[config.mk]
export PLATFORM = sky130hd
export DESIGN_NAME = brick_wall
export DESIGN_NICKNAME = d
export VERILOG_FILES = /design/src/rtl/brick_wall.sv
export SDC_FILE = /design/constraint.sdc
export NUM_CORES = 1
export LEC_CHECK = 0
export ABC_AREA = 1
export BUFFER_PORTS_ARGS = -buffer_cell sky130_fd_sc_hd__buf_2
export CORE_ASPECT_RATIO = 1.2
export CORE_MARGIN = 3
export CORE_UTILIZATION = 60
export CTS_CLUSTER_SIZE = 20
export DETAILED_ROUTE_END_ITERATION = 16
export PLACE_DENSITY = 0.82
export SYNTH_ARGS = -nofsm -noshare
export SYNTH_HDL_FRONTEND = slang
export SYNTH_SLANG_ARGS = --single-unit
[constraint.sdc]
create_clock -name clk -period 5.1 [get_ports clk]
set_clock_uncertainty 0.1 [all_clocks]
set_input_delay 1.53 -clock clk [delete_from_list [all_inputs] [get_ports clk]]
set_output_delay 1.53 -clock clk [all_outputs]
set_load 0.01 [all_outputs]
[src/rtl/brick_wall.sv]
// brick_wall: ROWS x COLS brick field for the brick-smasher playfield.
// Holds the alive state of every brick and renders alive bricks per pixel.
// Once per frame it scans the bricks against the latched ball box, one brick
// per cycle, and clears at most one struck brick (lowest index wins).
module brick_wall #(
  parameter int          ROWS          = 4,
  parameter int          COLS          = 8,
  parameter int          WALL_LEFT     = 32,
  parameter int          WALL_TOP      = 48,
  parameter int          BRICK_W       = 64,
  parameter int          BRICK_H       = 16,
  parameter int          GAP           = 8,
  parameter int          BALL_SIZE     = 8,
  parameter logic [4:0]  BRICK_COLOR_r = 5'b00110,
  parameter logic [5:0]  BRICK_COLOR_g = 6'b100011,
  parameter logic [4:0]  BRICK_COLOR_b = 5'b10011
) (
  input  logic        clk,
  input  logic        reset,
  input  logic [10:0] pix_x,
  input  logic [10:0] pix_y,
  input  logic [10:0] ball_x,
  input  logic [10:0] ball_y,
  input  logic        frame_tick,
  input  logic        restart,
  output logic        brick_on,
  output logic [4:0]  brick_rgb_r,
  output logic [5:0]  brick_rgb_g,
  output logic [4:0]  brick_rgb_b,
  output logic        hit,
  output logic        hit_dir,
  output logic [15:0] score,
  output logic [7:0]  bricks_left,
  output logic        wall_clear,
  output logic        busy
);

  localparam int         NB    = ROWS * COLS;
  localparam int         IDX_W = (NB > 1) ? $clog2(NB) : 1;
  localparam logic [7:0] NB8   = 8'(NB);

  typedef enum logic {S_IDLE, S_SCAN} state_t;

  // Left edge of brick k (row-major numbering).
  function automatic logic [11:0] brick_left(input int k);
    return 12'(WALL_LEFT + (k % COLS) * (BRICK_W + GAP));
  endfunction

  // Top edge of brick k (row-major numbering).
  function automatic logic [11:0] brick_top(input int k);
    return 12'(WALL_TOP + (k / COLS) * (BRICK_H + GAP));
  endfunction

  // Score counter increment that sticks at full scale.
  function automatic logic [15:0] sat_inc(input logic [15:0] v);
    return (v == 16'hFFFF) ? v : v + 16'd1;
  endfunction

  state_t            r_state;
  state_t            w_state_nxt;
  logic [NB-1:0]     r_alive;
  logic [IDX_W-1:0]  r_idx;
  logic [7:0]        r_row;
  logic [7:0]        r_col;
  logic [11:0]       r_bx;
  logic [11:0]       r_by;
  logic              r_hit;
  logic              r_hit_dir;
  logic [15:0]       r_score;
  logic [7:0]        r_left;
  logic              r_clear;

  logic [11:0] w_px, w_py;
  logic        w_on;
  logic [11:0] w_left, w_right, w_top, w_bot;
  logic [11:0] w_bx_r, w_by_b, w_cx;
  logic        w_overlap, w_last, w_dir, w_hit_now;

  assign w_px = {1'b0, pix_x};
  assign w_py = {1'b0, pix_y};

  // Pixel renderer: pixel is lit when it lies inside any alive brick.
  always_comb begin
    w_on = 1'b0;
    for (int k = 0; k < NB; k++) begin
      if (r_alive[k] &&
          (w_px >= brick_left(k)) && (w_px <= brick_left(k) + 12'(BRICK_W - 1)) &&
          (w_py >= brick_top(k))  && (w_py <= brick_top(k)  + 12'(BRICK_H - 1)))
        w_on = 1'b1;
    end
  end

  // Geometry of the brick under examination; row/col counters avoid a divider.
  assign w_left    = 12'(WALL_LEFT + int'(r_col) * (BRICK_W + GAP));
  assign w_right   = w_left + 12'(BRICK_W - 1);
  assign w_top     = 12'(WALL_TOP + int'(r_row) * (BRICK_H + GAP));
  assign w_bot     = w_top + 12'(BRICK_H - 1);
  assign w_bx_r    = r_bx + 12'(BALL_SIZE - 1);
  assign w_by_b    = r_by + 12'(BALL_SIZE - 1);
  assign w_cx      = r_bx + 12'(BALL_SIZE / 2);
  assign w_overlap = r_alive[r_idx] &&
                     (r_bx <= w_right) && (w_left <= w_bx_r) &&
                     (r_by <= w_bot)   && (w_top  <= w_by_b);
  assign w_last    = (r_idx == IDX_W'(NB - 1));
  // Ball centre inside the brick's x-span means it came from above/below.
  assign w_dir     = !((w_left <= w_cx) && (w_cx <= w_right));

  // Scan FSM state register.
  always_ff @(posedge clk) begin
    if (reset) r_state <= S_IDLE;
    else       r_state <= w_state_nxt;
  end

  // Scan FSM next state; restart aborts a scan without a hit.
  always_comb begin
    w_state_nxt = r_state;
    w_hit_now   = 1'b0;
    case (r_state)
      S_IDLE: begin
        if (frame_tick && !restart) w_state_nxt = S_SCAN;
      end
      S_SCAN: begin
        if (restart) begin
          w_state_nxt = S_IDLE;
        end else if (w_overlap) begin
          w_hit_now   = 1'b1;
          w_state_nxt = S_IDLE;
        end else if (w_last) begin
          w_state_nxt = S_IDLE;
        end
      end
      default: w_state_nxt = S_IDLE;
    endcase
  end

  // Ball latch and brick index walk; pure datapath, so no reset.
  always_ff @(posedge clk) begin
    if (r_state == S_IDLE && frame_tick) begin
      r_bx  <= {1'b0, ball_x};
      r_by  <= {1'b0, ball_y};
      r_idx <= '0;
      r_row <= '0;
      r_col <= '0;
    end else if (r_state == S_SCAN) begin
      r_idx <= r_idx + 1'b1;
      if (r_col == 8'(COLS - 1)) begin
        r_col <= '0;
        r_row <= r_row + 8'd1;
      end else begin
        r_col <= r_col + 8'd1;
      end
    end
  end

  // Brick alive state, hit pulse, score and remaining-brick bookkeeping.
  always_ff @(posedge clk) begin
    if (reset) begin
      r_alive   <= '1;
      r_hit     <= 1'b0;
      r_hit_dir <= 1'b0;
      r_score   <= '0;
      r_left    <= NB8;
      r_clear   <= 1'b0;
    end else begin
      r_hit <= w_hit_now;
      if (restart) begin
        r_alive <= '1;
        r_left  <= NB8;
        r_clear <= 1'b0;
      end else if (w_hit_now) begin
        r_alive[r_idx] <= 1'b0;
        r_score        <= sat_inc(r_score);
        r_left         <= r_left - 8'd1;
        r_clear        <= (r_left == 8'd1);
        r_hit_dir      <= w_dir;
      end
    end
  end

  assign brick_on    = w_on;
  assign brick_rgb_r = BRICK_COLOR_r;
  assign brick_rgb_g = BRICK_COLOR_g;
  assign brick_rgb_b = BRICK_COLOR_b;
  assign hit         = r_hit;
  assign hit_dir     = r_hit_dir;
  assign score       = r_score;
  assign bricks_left = r_left;
  assign wall_clear  = r_clear;
  assign busy        = (r_state == S_SCAN);

endmodule

**After elaboration in Yosys (flattened, before gate mapping)**

Cells that the tools add are included.

- Input port bits: 48
- Output and inout port bits: 45
- Flip-flop bits (word level): 103
- Logic and storage cells: 254

- $add $sub $neg: 12
- Multiply operators: 2
- Bitwise gates (word level): 5
- $lt $le $gt $ge: 32
- Eq/ne operators: 4
- Multiplexer cells: 45
- Reductions and logical operators: 142

Operators with widths:

| kind | number |
|---|---|
| logical AND 1 bit | 136 |
| less-or-equal comparator 12 bit | 4 |
| greater-or-equal comparator 11 x 7 -> 1 bit, second input constant | 4 |
| 2-to-1 mux 1 bit | 41 |
| adder 11 x 3 -> 12 bit, second input constant | 3 |
| greater-or-equal comparator 11 x 9 -> 1 bit, second input constant | 3 |
| less-or-equal comparator 11 x 7 -> 1 bit, second input constant | 3 |
| less-or-equal comparator 11 x 8 -> 1 bit, second input constant | 3 |
| less-or-equal comparator 11 x 9 -> 1 bit, second input constant | 3 |
| bitwise AND 32 bit | 1 |
| NOT 32 bit | 1 |
| adder 6 x 12 -> 12 bit, first input constant | 2 |
| less-or-equal comparator 11 x 12 -> 1 bit | 2 |
| greater-or-equal comparator 11 x 6 -> 1 bit, second input constant | 2 |
| greater-or-equal comparator 11 x 8 -> 1 bit, second input constant | 2 |
| less-or-equal comparator 11 x 10 -> 1 bit, second input constant | 2 |
| adder 16 x 1 -> 16 bit, second input constant | 1 |
| adder 8 x 1 -> 8 bit, second input constant | 2 |
| equality test 16 bit, second input constant | 1 |
| adder 12 x 4 -> 12 bit, second input constant | 1 |
| adder 12 x 6 -> 12 bit, second input constant | 1 |
| greater-or-equal comparator 11 x 10 -> 1 bit, second input constant | 1 |
| less-or-equal comparator 11 x 6 -> 1 bit, second input constant | 1 |
| multiplier 8 x 2 -> 9 bit, second input constant | 1 |
| other kinds (17) | 21 |

**Logic depth before layout (Yosys ltp)**

Gate-level depths: netlist of the first run.

- Depth in word-level cells: 37
- Mapped depth: 29
- Gate-level depth less buffers: 28

**Worst setup path before layout of the first run**

OpenSTA, ideal clock, no wires.

- Kind: input port to output port
- From: input port pix_x[9]
- To: output port brick_on
- Stages: 10
- Path buffers: 0
- Data required time: 3.470 ns
- Data arrival time: 2.953 ns
- Setup slack: 0.517 ns
- Cells stage by stage: nor2_1 nand2_1 a21oi_1 inv_1 o21ai_0 inv_1 nand3_1 nand3_1 o31ai_1 nand4_1

- Longest elaborated chain between the ends: 37
- Elaborated cells on any way between the ends: 176
- Those cells by class: order compare: 16; mux: 32; reduce/logical: 128

Ends and longest elaborated chain:

| what | line | text |
|---|---|---|
| from (decl) | 20 | `input logic [10:0] pix_x,` |
| greater-or-equal comparator 11 x 6 -> 1 bit | 87 | `(w_px >= brick_left(k)) && (w_px <= brick_left(k) + 12'(BRICK_W - 1)) &&` |
| logical AND 1 bit | 86 | `if (r_alive[k] &&` |
| logical AND 1 bit (2 in a row) | 87 |  |
| logical AND 1 bit | 88 | `(w_py >= brick_top(k)) && (w_py <= brick_top(k) + 12'(BRICK_H - 1)))` |
| 2-to-1 mux 1 bit (31 in a row) | 86 |  |
| 2-to-1 mux 1 bit * | 86 |  |
| to (decl) | 26 | `output logic brick_on,` |

Mark *: on every way between the ends. The rest lies on a longest branch, timed or not.

**Final worst setup path of the first run**

Same ends and word-level chain as after synthesis.

==> reports/results.ini, run 1 <==
[critical_path]
r2r_setup_slack_ns=0.38
crit-reg2reg-launch=r_col[4]
start_kind=input port
crit_type=input port to output pin
cp.arrival_ns=3.22
worstPathMaxFanout=7
worst-endpoint-required_ns=3.47
timing.rr.end=r_alive[6]
reg2reg_depth=22
end_kind=output pin

[timing]
fin_crit_ns=4.850
fin_ws_ns=0.2502
timing.final.crit_share_pct=95.09
max_freq_mhz=206.2
rsz0062_at_grt=no
fin_tns_setup_ns=0
finalHoldViolations=0
setup_viol=0
tightest_slew_ns=0.8588
relSlewSlack_pct=42.67
drv_slew=0

[clock_tree]
cts_sinks=103
clockRootBuffer=clkbuf_16
clkTransAtPathRegs_ns=0.07
clock_path_buffers=2
cts_made_buffers=9
clock_latency_ns=0.36
cts_setup_buffers=0
htreeDepth=3
cts_tree=yes

[finish]
fin_area_um2=8828
syn2layout_area_growth_pct=9.024
final_nets=1391
drive_gt1_share_pct=8.492
antenna_cells=0

[placed_design]
dp_hpwl_um=15060
gp_congestion=0.9249
placed_cell_area_um2=8539
detailedPlace.worstSlack_ns=0.2561
numPortBuffers=70

[detailed_routing]
routed_wl_um=19260
avgRoutedWirePerCell_um=13.53
vias=7874
ant_nets=0
firstDrtPassIters=6
viasPerCell=5.529
drc_errors=0
drt-initial-drc-count=567

[synthesis]
synth_seq_area_share_pct=28.18
ys.warnings.count=0
synthFlopType=dfxtp_1
synth_area_um2=8098
synth.top_cell.area_share_pct=20.02
ys_types=44
yosysTopAreaCell=dfxtp_1
ys_top_cells_by_count=nand2_1 (315), inv_1 (146), nor2_1 (107)
synth-seq-cells=103
synthTopCellsByArea=dfxtp_1 (20%), nand2_1 (15%), ha_1 (13%)
synthCells=1193
synth.most_common_cell=nand2_1
syn_area_per_cell_um2=6.788
synth_edf_count=22
async_flop_share_pct=0

[pwr]
power_mw=1.813
p_leak_nw=4.211
peakVddDrop_mv=0.2585
cellPowerDensity_nw_per_um2=205.3

[grt]
grt_pass1_vias=7058
grtUsageTotal_pct=25.15
overflow=0
antenna_found_initial=0
grt_first_pass_wirelength_um=31530
grt_max_degree=38

[die]
dieArea_um2=14930
die_h_um=133.3
start_util_pct=62.53
row_count=45
dieWidth_um=112.1
core_region_area_um2=12950
ios=93

[min_path]
hold_path_class=flop to flop
min-delay-start=score[15]
hold_end=score[15]
hold_depth=2

[flow_run]
cap_violations=0

[status]
outcome=finished, final reports clean

[registers in the layout, indices dropped and copies added, names as in the netlist]
name and flops:
bricks_left 8, busy 1, hit 1, hit_dir 1, r_alive 32, r_bx 11, r_by 11, r_col 8
r_idx 5, r_row 8, score 16, wall_clear 1
[cell usage in the layout (no fill, tap or decap), types with 2 or more instances in the layout]
master	n
buf_2	70
buf_4	9
o21ai_0	64
fa_1	2
o211ai_1	9
nor3_1	25
ha_1	86
nand2_1	315
clkinv_1	2
nand4_1	31
edfxtp_1	22
nor2_2	2
o21bai_1	2
a31oi_1	2
nand3_1	97
inv_1	146
a21oi_1	71
dfxtp_1	81
nand3b_1	3
nor4_1	6
nor2_1	105
xor2_1	33
clkbuf_16	9
conb_1	16
o31ai_1	6
xnor2_1	16
clkinv_4	3
xor2_2	2
nor3b_1	4
inv_2	2
[critical path: stages]
cell and delay, ns:
buf_2 0.11, nor2_1 0.10, buf_4 0.16, nand2_1 0.07
nor2_1 0.17, inv_1 0.06, nand2_1 0.12, a21oi_1 0.12
nand2_1 0.09, nor2_1 0.04, o41ai_1 0.33, nand4_1 0.15
buf_2 0.17
[power breakdown]
group	switching, mW	internal (mW)	total (mW)
clock network	0.330	0.339	0.669
logic	0.173	0.0981	0.271
registers	0.0247	0.848	0.873
total	0.527	1.29	1.81
[routing by layer]
metal	share of wire (%)	track usage, %	wire, µm
met5	0	0	0
met2	50	44.63	9623
met1	42	30.36	8031
met3	5.2	4.225	1001
met4	3.1	9.619	605
[cells by family (layout without fill, tap and decap cells)]
family / after synthesis / count (layout) / share of synthesized area [%]
xor gates and xnor gates: 51 / 51 / 5.701
AOI/OAI and AO/OA: 161 / 161 / 10.83
other: 2 / 16 / 0.09274
buffers and inverters: 192 / 245 / 9.904
adders and majority gates: 88 / 88 / 13.78
and+or+nand+nor: 596 / 596 / 31.51
DFF: 103 / 103 / 28.18
[worst max path at each step]
stage / startpoint / endpoint / slack, ns / cells past startpoint
2_1_floorplan: pix_x[9] / brick_on / 0.52 / 10
3_3_place_gp: pix_x[9] / brick_on / 0.32 / 13
3_5_place_dp: pix_x[9] / brick_on / 0.26 / 13
4_1_cts: pix_x[9] / brick_on / 0.25 / 13
5_1_grt: r_row[1] / r_alive[2] / 0.005 / 23
6_report: pix_x[9] / brick_on / 0.25 / 13
[cell type report]
cell class / count / area, µm²
fillers: 1140 / 4121
clock inverters: 6 / 56.30
multi-input cells: 912 / 5075
clock buffers: 10 / 229.0
repair buffers: 79 / 417.9
well taps: 164 / 205.2
inverters: 150 / 563.0
flip-flops and latches: 103 / 2282
[per-stage QoR]
| step | utilization [%] | instances | hold slack (ns) |
|---|---|---|---|
| final | 68.17 | 1424 | 0.3818 |
| after floorplan | - | 1207 | 0.3464 |
| after CTS | 68.14 | 1424 | 0.3815 |
| after global routing | 68.17 | 1424 | 0.3999 |
| after global placement | 65.94 | 1408 | 0.3511 |
| after detailed placement | 65.94 | 1408 | 0.3627 |
[timing repair]
action,in CTS,in global routing
hold buffers,0,0
gates resized for setup,0,1
setup endpoints to repair,0,1
Note: power is estimated with default switching activity, not from simulation.
==> run 2, diff against run 1 <==
==> constraint.sdc (replaced) <==
create_clock -name clk -period 5.1 [get_ports clk]
set_clock_uncertainty 0.1 [all_clocks]
set_input_delay 1.02 -clock clk [delete_from_list [all_inputs] [get_ports clk]]
set_output_delay 1.02 -clock clk [all_outputs]
set_load 0.01 [all_outputs]
==> run 2 against run 1 <==
  * Via count decreased by 0.19%
  * Register-to-register slack gained 0.20 ns
  * Core utilization grew 0.068 points
  * Routed wire length rose by 1.7%
  * Combinational power barely moved
  * Hold slack worse by 0.0047 ns
  * Sequential power hardly changed
  * Highest routed layer unchanged
==> reports/results.ini, run 2 (synthesized netlist as in run 1, its figures left out) <==
[clock_tree]
clockRootBuffer=clkbuf_16
cts_made_buffers=9
cts_resized=0
cts_sinks=103
clock_path_buffers=2
clock_latency_ns=0.36
cts_setup_buffers=0
postCtsHoldBufs=0
clkTransAtPathRegs_ns=0.08
htreeDepth=3
cts_tree=yes

[pwr]
power_switching_mw=0.5394
p_leak_nw=4.220
power_mw=1.875
peakVddDrop_mv=0.2969
p_seq_share_pct=46.5
intPower_mw=1.335
p_sw_share_pct=28.77
comb_power_share_pct=14.5
cellPowerDensity_nw_per_um2=212.2
clkPwrFrac_pct=39.1

[timing]
fin_crit_ns=4.516
timing.final.crit_share_pct=88.56
whs_ns=0.3770
drv_slew=0
relSlewSlack_pct=44.65
rsz0062_at_grt=no
tightest_slew_ns=0.8291
finalHoldViolations=0
max_freq_mhz=221.4
fin_tns_setup_ns=0
setup_viol=0

[grt]
grt_max_degree=45
grt_pass1_vias=7315
grt_use_met2_pct=45.13
met1_usage_pct=31.04
antenna_found_initial=0
gr-usage-met3_pct=5.361
busiest_layer=met2
grt_first_pass_wirelength_um=32620
grtUsageTotal_pct=26.23
overflow=0

[critical_path]
end_kind=flop
worst-endpoint-required_ns=5.24
start_kind=flop
cp.arrival_ns=4.66
crit_type=flop to flop
worstPathMaxFanout=7

[die]
dieArea_um2=14930
dieWidth_um=112.1
core_region_area_um2=12950
ios=93
start_util_pct=62.53
row_count=45
die_h_um=133.3

[detailed_routing]
vias=7859
ant_nets=0
firstDrtPassIters=6
routed_wl_um=19590
drt-initial-drc-count=499
drc_errors=0
viasPerCell=5.523
avgRoutedWirePerCell_um=13.76

[finish]
largest-register=r_alive
final_common_cell=nand2_1
largest_reg_flops=32
final_cell_mix=nand2_1 (315), inv_1 (146), nor2_1 (105)
syn2layout_area_growth_pct=9.132
nFillCells=1166
drive_gt1_share_pct=8.419
fin_area_um2=8837
antenna_cells=0
final_nets=1390

[placed_design]
dp_hpwl_um=15150
gp_congestion=0.9264
numPortBuffers=70
placed_cell_area_um2=8532

[flow_run]
cap_violations=0

[status]
outcome=finished, final reports clean

[min_path]
hold_path_class=flop to flop

==> run 2: changes by cell type in the layout (fill, tap and decap cells not counted), sizes merged <==
cell / previous run / this run
inv: 149 / 151
clkinv: 7 / 5
buf: 79 / 78
bufinv: 0 / 1
clkbuf: 10 / 9
==> run 2: routing by layer <==
layer,part of all wire [%],vias to the layer above,wire length [µm]
met5,0,-,0
met4,4.5,0,875
met3,4.8,59,947
met2,50,213,9698
met1,41,3576,8065
li1,-,4011,-
==> run 2: path summary, 6_finish.rpt <==
kind,slack [ns],to,from,depth (start not counted)
worst max-delay path,0.58,score[4],r_col[4],23
worst min-delay path,0.38,hit_dir,hit_dir,2
worst max register to register,0.58,score[4],r_col[4],23
worst min register to register,0.38,hit_dir,hit_dir,2
==> run 2: area by class of cell <==
cell class | instances | area [µm²] | share of cell area [%]
multi-input combinational | 912 | 5071 | 57.38
sequential | 103 | 2282 | 25.82
inverter | 150 | 563.0 | 6.371
timing repair buffer | 78 | 410.4 | 4.644
clock buffer | 9 | 225.2 | 2.548
tap | 164 | 205.2 | 2.322
clock inverter | 7 | 80.08 | 0.9061
==> run 2: through the flow <==
stage	utilization [%]	cells	setup slack, ns
6_report	68.24	1423	0.5836
5_1_grt	68.24	1423	0.1539
4_1_cts	68.24	1423	0.5651
3_5_place_dp	65.88	1407	0.5827
3_3_place_gp	65.88	1407	0.6944
2_1_floorplan	-	1207	1.255
==> run 2: power by group through the flow <==
stage / clock [mW] / sequential (mW) / combinational [mW]
floorplan: 0 / 0.881 / 0.202
global placement: 0 / 0.889 / 0.258
detailed placement: 0 / 0.889 / 0.266
CTS: 0.739 / 0.871 / 0.270
global route: 0.772 / 0.874 / 0.311
finish: 0.732 / 0.871 / 0.271
==> run 2: worst max-delay path, stage by stage (launching register included) <==
cell	delay [ns]
dfxtp_1	0.45
ha_1	0.28
ha_1	0.21
inv_1	0.07
fa_1	0.42
inv_1	0.08
nand3_1	0.13
nor2_1	0.14
nand3_1	0.13
xor2_1	0.33
ha_1	0.32
nand2_1	0.06
o21ai_0	0.08
nor2_1	0.21
nand3_1	0.10
o21ai_0	0.09
nand2_1	0.07
inv_1	0.06
nand2_1	0.08
a21oi_4	0.24
nand4_1	0.33
buf_4	0.28
nand2_1	0.06
a21oi_1	0.07
